File: src/rtl/seq_mult.sv
// Sequential shift-and-add multiplier, W x W -> 2W bits, unsigned or two's-complement.
// The multiplier takes operand magnitudes, accumulates one partial product per cycle
// for W cycles, and then applies the product sign in a single finishing cycle.
// One operation runs at a time. A result appears W+1 cycles after start is accepted.
module seq_mult #(
  parameter int unsigned W = 8
) (
  input  logic           clk,
  input  logic           rst,
  input  logic           start,
  input  logic           signed_mode,
  input  logic [W-1:0]   x,
  input  logic [W-1:0]   y,
  output logic           busy,
  output logic           done,
  output logic [2*W-1:0] p
);

  localparam int unsigned CntW = $clog2(W);

  typedef enum logic [1:0] {StIdle, StCalc, StFin} state_e;

  state_e           state_q;
  logic [W-1:0]     xm_q;
  logic [W-1:0]     ym_q;
  logic [2*W-1:0]   acc_q;
  logic [CntW-1:0]  cnt_q;
  logic             neg_q;

  logic [W-1:0]     x_mag;
  logic [W-1:0]     y_mag;
  logic [2*W-1:0]   pp;
  logic [2*W-1:0]   acc_nxt;
  logic             last_iter;

  // Operand magnitudes and the next accumulator value for the current iteration.
  // Negating the most negative value gives 2^(W-1), which still fits as a W-bit unsigned number.
  always_comb begin
    x_mag     = (signed_mode && x[W-1]) ? -x : x;
    y_mag     = (signed_mode && y[W-1]) ? -y : y;
    pp        = {{W{1'b0}}, xm_q} << cnt_q;
    acc_nxt   = ym_q[cnt_q] ? (acc_q + pp) : acc_q;
    last_iter = (cnt_q == CntW'(W - 1));
  end

  // Control FSM and datapath registers. All outputs are registered.
  always_ff @(posedge clk) begin
    if (rst) begin
      state_q <= StIdle;
      xm_q    <= '0;
      ym_q    <= '0;
      acc_q   <= '0;
      cnt_q   <= '0;
      neg_q   <= 1'b0;
      busy    <= 1'b0;
      done    <= 1'b0;
      p       <= '0;
    end else begin
      done <= 1'b0;
      case (state_q)
        StIdle: begin
          if (start) begin
            xm_q    <= x_mag;
            ym_q    <= y_mag;
            neg_q   <= signed_mode & (x[W-1] ^ y[W-1]);
            acc_q   <= '0;
            cnt_q   <= '0;
            busy    <= 1'b1;
            state_q <= StCalc;
          end
        end
        StCalc: begin
          acc_q <= acc_nxt;
          if (last_iter) begin
            state_q <= StFin;
          end else begin
            cnt_q <= cnt_q + 1'b1;
          end
        end
        StFin: begin
          p       <= neg_q ? -acc_q : acc_q;
          done    <= 1'b1;
          busy    <= 1'b0;
          state_q <= StIdle;
        end
        default: begin
          busy    <= 1'b0;
          state_q <= StIdle;
        end
      endcase
    end
  end

endmodule

File: config.mk
export PLATFORM = sky130hd
export DESIGN_NAME = seq_mult
export DESIGN_NICKNAME = d
export VERILOG_FILES = /design/src/rtl/seq_mult.sv
export SDC_FILE = /design/constraint.sdc
export NUM_CORES = 1
export LEC_CHECK = 0
export CAP_MARGIN = 30
export CORE_UTILIZATION = 55
export DETAILED_ROUTE_END_ITERATION = 8
export PLACE_DENSITY = 0.8
export REMOVE_ABC_BUFFERS = 1
export SETUP_SLACK_MARGIN = 0.5
export SYNTH_ARGS = -nofsm -noshare
export SYNTH_HDL_FRONTEND = slang
export SYNTH_SLANG_ARGS = --single-unit
File: constraint.sdc
create_clock -name clk -period 4.65 [get_ports clk]
set_input_delay 0.93 -clock clk [delete_from_list [all_inputs] [get_ports clk]]
set_output_delay 0.93 -clock clk [all_outputs]
set_load 0.05 [all_outputs]
-- Word-level counts from Yosys, hierarchy flattened
Index checks and enable logic that the tools add are counted.
- word-level logic and storage cells: 52
- flip-flop bits (word level): 56
- $add $sub $neg: 5
- equal/unequal tests: 7
- shift operators: 1
- bitwise gates (word level): 3
- $lt $le $gt $ge: 1
- mux-type cells: 17
- reductions and logical operators: 9
- operator list (kind ; count):
    $mux 16 ; 3
    $pmux 16 s2 ; 1
    $add 16x16->16 ; 1
    $mux 8 ; 2
    $neg 16->16 ; 1
    $neg 8->8 ; 2
    $shl 8x3->16 ; 1
    $ne 2x2->1 const B ; 4
    $mux 3 ; 2
    $pmux 3 s2 ; 1
    $reduce_and 2->1 ; 3
    $reduce_and 3->1 ; 2
    $lt 3x4->1 const B ; 1
    $mux 2 ; 2
    $pmux 2 s2 ; 1
    $add 3x1->3 const B ; 1
    $bmux 1 s3 ; 1
    $eq 3x3->1 const B ; 1
    $mux 1 ; 3
    $eq 2x1->1 const B ; 1
    $eq 2x2->1 const B ; 1
    $logic_and 1x1->1 ; 2
    $logic_not 2->1 ; 1
    $pmux 1 s2 ; 1
    4 further kinds ; 4

-- Logic depth before layout (Yosys ltp)
- depth in word-level cells: 4
- depth in mapped cells: 14
- depth with buffers taken out: 12

-- Worst setup path after synthesis
Ideal clock, no wire load.
- path kind: register to register
- start point: register cnt_q[1]
- end point: register acc_q[9]
- setup slack: 1906 ps
- period minus slack after synthesis: 2744 ps
- data required time: 4533 ps
- cell stages (with the launch flop): 14
- buffers on the path: 2
- arrival time: 2628 ps
- cells stage by stage: dfxtp_1 -> buf_6 -> clkbuf_1 -> nand3b_1 -> o21ai_0 -> nand2_1 -> o21ai_0 -> ha_1 -> a21oi_1 -> nand2_1 -> o21ai_0 -> o21ai_0 -> xor2_1 -> a22o_1
- longest elaborated chain between the ends: 4
- RTL lines (item ; RTL line ; source):
    start, declared ; 27 ; logic [CntW-1:0] cnt_q;
    start signal, assigned ; 77 ; cnt_q <= cnt_q + 1'b1;
    $shl 8x3->16 or $bmux 1 s3 (tied branches) ; 41, 42 ;
    $add 16x16->16 or $mux 1 (tied branches) ; 42 ; acc_nxt = ym_q[cnt_q] ? (acc_q + pp) : acc_q;
    $mux 16 or $ne 2x2->1 (tied branches) ; - ;
    $pmux 16 s2 or $reduce_and 3->1 (tied branches) ; - ;
    end signal, assigned ; 73 ; acc_q <= acc_nxt;
    end, declared ; 26 ; logic [2*W-1:0] acc_q;
Several ways; a longest one is shown, not always the timed one. The select of a mux whose other input is x is not followed.
A chain may end at the register's enable or synchronous reset.

-- Final worst setup path
Same ends and word-level chain as after synthesis.

==> impl_results.rst <==
.. list-table::
   :header-rows: 1

   * - Metric
     - Value
   * - Largest net degree at the start of global routing
     - 55
   * - Final core utilization
     - 0.646
   * - Failing checks
     - design-rule violations
   * - Number of cells in the finished layout apart from fillers
     - 565
   * - Worst setup path class
     - reg2reg
   * - DRC marker count from the first detailed-route iteration
     - 142
   * - Synthesized instance count
     - 467
   * - Post-placement setup slack
     - 1.32 ns
   * - Family of cells with the greatest summed delay on the critical path
     - compound AO/OA/AOI/OAI gates
   * - Worst setup SP type
     - flop
   * - Mean routed wirelength per cell
     - 13.9 um
   * - Number of nets with antenna violations after detailed routing
     - 0
   * - Pwr dens
     - 232 mW/mm2
   * - Number of hold buffers added after cts
     - 0
   * - Post-Syn Area
     - 0.00370 mm2
   * - WL final
     - 7.87 mm
   * - Mean number of vias per cell
     - 5.88
   * - Synth unique cells
     - 55
   * - Number of cells in the design after placement
     - 557
   * - Setup violation total in the final timing report
     - 0
   * - Number of buffers created by CTS
     - 5
   * - Cell count of the worst hold path
     - 2
   * - Number of sinks driven by the clock tree
     - 56
   * - Crit. End Element
     - flop
   * - Worst R2R Path Depth
     - 11
   * - Worst Hold Launch
     - p[13]
   * - Total grt overflow
     - 0
   * - Core footprint
     - 0.00642 mm2
   * - Via count of the first global-routing pass
     - 3080
   * - Achievable frequency
     - 299 MHz
   * - Synth warn
     - 0
   * - Initial cell density of the core
     - 0.576
   * - Diodes inserted
     - 0
   * - Ports placed on the boundary
     - 38
   * - Layout cell share with drive strength beyond 1
     - 0.0492
   * - Worst path arrival time
     - 3.55 ns
   * - Max FO, Critical Path
     - 18
   * - Number of levels the H-tree was split into
     - 2
   * - Instance area after placement
     - 0.00406 mm2
   * - Most used DFF post-synth
     - sky130_fd_sc_hd__dfxtp_1
   * - Most instantiated cells after synthesis
     - sky130_fd_sc_hd__nand2_1, sky130_fd_sc_hd__dfxtp_1, sky130_fd_sc_hd__nor2_1
   * - Setup slack, reg-to-reg
     - 1.31 ns
   * - Min setup slack post-route
     - 1.31 ns
   * - Hold Path End
     - p[13]
   * - Design Power
     - 0.962 mW
   * - DRC violation count after routing
     - 8
   * - Global-route usage over all layers
     - 0.233
   * - Worst path buffer plus inverter count
     - 0
   * - Number of antenna violations at the first check in global routing
     - 0
   * - RSZ-0062 raised after global routing
     - no
   * - Async S/R FF share, synth
     - 0
   * - Startpoint of the worst register-to-register path
     - cnt_q[1]
   * - Max-slew violations
     - 0
   * - Post-route clock period utilization
     - 0.719
   * - Register bit total from synthesis
     - 56
   * - Post-CTS resize count
     - 0
   * - Min Hold Slack
     - 0.453 ns
   * - Area leader, netlist
     - sky130_fd_sc_hd__dfxtp_1
   * - CP Cell Sequence
     - mux2i_1 -> o21ai_0 -> nand2_1 -> o21ai_0 -> ha_1 -> a21oi_1 -> nand2_1 -> o21ai_0 -> o21ai_0 -> xor2_1 -> a22o_1
   * - Slew at the pin closest to its max-slew limit
     - 0.965 ns
   * - Max-slew headroom
     - 0.357
   * - Leakage dissipation
     - 1.59 nW
   * - Floorplan die area
     - 0.00706 mm2
   * - Status
     - finished with violations
   * - Count of input and output buffers
     - 37
   * - Total vias in the final route
     - 3324
   * - Number of cell rows
     - 29
   * - Clock root cell
     - sky130_fd_sc_hd__clkbuf_8
   * - Seq/Total Area, Yosys
     - 0.303
   * - Maximum VDD drop
     - 0.000127 V
   * - DIE WIDTH
     - 84.0 um
   * - Final Hold Fails
     - 0
   * - Post-detail-place hpwl
     - 6.07 mm
   * - Count of flip-flops with a built-in enable after synthesis
     - 0
   * - Avg Inst Size Synth
     - 7.93 um2
   * - Insertion delay of the later-clocked pin in the worst-skew pair
     - 0.30 ns
   * - First-pass iteration count of the detailed router
     - 7
   * - Reg2reg end
     - acc_q[9]
   * - Yosys top cell area share
     - 0.303
   * - CP peak stage delay
     - 0.81 ns
   * - P&R area growth vs syn
     - 12.1%
   * - Clock-pin slew on the worst setup and hold paths
     - 0.10 ns
   * - Clock tree from TritonCTS
     - yes
   * - Library cell appearing most often on the critical path
     - sky130_fd_sc_hd__o21ai_0
   * - Maximum clock insertion buffer count
     - 2
   * - Die Ht
     - 84.0 um
   * - Slowest library cell on the worst path
     - sky130_fd_sc_hd__dfxtp_1
   * - Classification of the worst-slack hold path
     - reg2reg
   * - Final setup TNS
     - 0 ns
   * - Biggest area contributors in the synthesized netlist
     - sky130_fd_sc_hd__dfxtp_1, sky130_fd_sc_hd__ha_1, sky130_fd_sc_hd__nand2_1
   * - Final standard cell area without fillers
     - 0.00415 mm2
   * - Number of nets in the layout
     - 528
   * - Time the worst path needs with I/O delays and setup
     - 3.34 ns
   * - First-pass GRT wire length
     - 13.6 mm
   * - WP data required
     - 4.85 ns
   * - Max-cap viol count
     - 0
   * - Routability congestion estimate from global placement
     - 0.903
   * - Count leader, synth
     - sky130_fd_sc_hd__nand2_1
   * - Clock Skews
     - 0.00624 ns
   * - Postcts setup bufs
     - 0
[cells by family after synthesis]
| logic type | share of synthesized area |
|---|---|
| flops | 0.303 |
| mux | 0.0416 |
| xor+xnor | 0.0663 |
| fa+ha+maj | 0.0730 |
| buf+inv | 0.0470 |
| compound gates | 0.245 |
| simple gates | 0.224 |
[report_power, final]
part	switching [mW]	internal [mW]
Sequential	0.0207	0.495
Combinational	0.101	0.0741
Clock	0.151	0.119
[placed cells by master (no fill, tap or decap), types with 5 or more instances in the layout]
cell,count
sky130_fd_sc_hd__or3_1,11
sky130_fd_sc_hd__o21ai_0,25
sky130_fd_sc_hd__clkbuf_8,6
sky130_fd_sc_hd__a211oi_1,18
sky130_fd_sc_hd__o31ai_1,6
sky130_fd_sc_hd__clkdlybuf4s50_1,36
sky130_fd_sc_hd__mux2i_1,12
sky130_fd_sc_hd__xor2_1,15
sky130_fd_sc_hd__dfxtp_1,56
sky130_fd_sc_hd__nand3_1,11
sky130_fd_sc_hd__a311oi_1,6
sky130_fd_sc_hd__nor3_1,8
sky130_fd_sc_hd__inv_1,12
sky130_fd_sc_hd__nor2_1,55
sky130_fd_sc_hd__nand2b_1,5
sky130_fd_sc_hd__ha_1,20
sky130_fd_sc_hd__a22o_1,6
sky130_fd_sc_hd__xnor2_1,13
sky130_fd_sc_hd__nand2_1,61
sky130_fd_sc_hd__a21oi_1,37
[layer usage]
layer,GRT usage,vias to the layer above,share of wire
met2,0.437,79,0.50
met1,0.278,1520,0.45
met4,0.0643,0,0.014
met5,0,-,0
met3,0.0267,8,0.033
li1,-,1717,-
[worst max path at each step]
| stage | start | endpoint | slack [ns] | cells after the start |
|---|---|---|---|---|
| 2_1_floorplan | start | acc_q[4] | 1.67 | 4 |
| 3_3_place_gp | cnt_q[1] | acc_q[13] | 1.40 | 12 |
| 3_5_place_dp | cnt_q[1] | acc_q[9] | 1.32 | 11 |
| 4_1_cts | cnt_q[1] | acc_q[9] | 1.29 | 11 |
| 5_1_grt | cnt_q[1] | acc_q[9] | 0.88 | 11 |
| 6_report | cnt_q[1] | acc_q[9] | 1.31 | 11 |
[registers in the layout (all words and copies together), names as in the netlist]
| register | flops |
|---|---|
| ym_q | 8 |
| p | 16 |
| cnt_q | 3 |
| done | 1 |
| acc_q | 16 |
| xm_q | 8 |
| state_q | 2 |
| neg_q | 1 |
| busy | 1 |
[layout make-up]
| class | instances | area [um2] |
|---|---|---|
| timing repair buffer | 39 | 380 |
| fill | 590 | 2270 |
| clock buffer | 6 | 82.6 |
| tap | 77 | 96.3 |
| clock inverter | 2 | 10.0 |
| multi-input combinational | 373 | 2410 |
| inverter | 12 | 45.0 |
| sequential | 56 | 1120 |
[worst reg2reg max path, delay by kind of cell (launching register included)]
kind | cells | cell delay, ns
simple gates | 2 | 0.18
fa+ha+maj | 1 | 0.38
compound gates | 6 | 1.42
xor+xnor | 1 | 0.17
mux | 1 | 0.30
flops | 1 | 0.81
(Power assumes the default switching activity.)
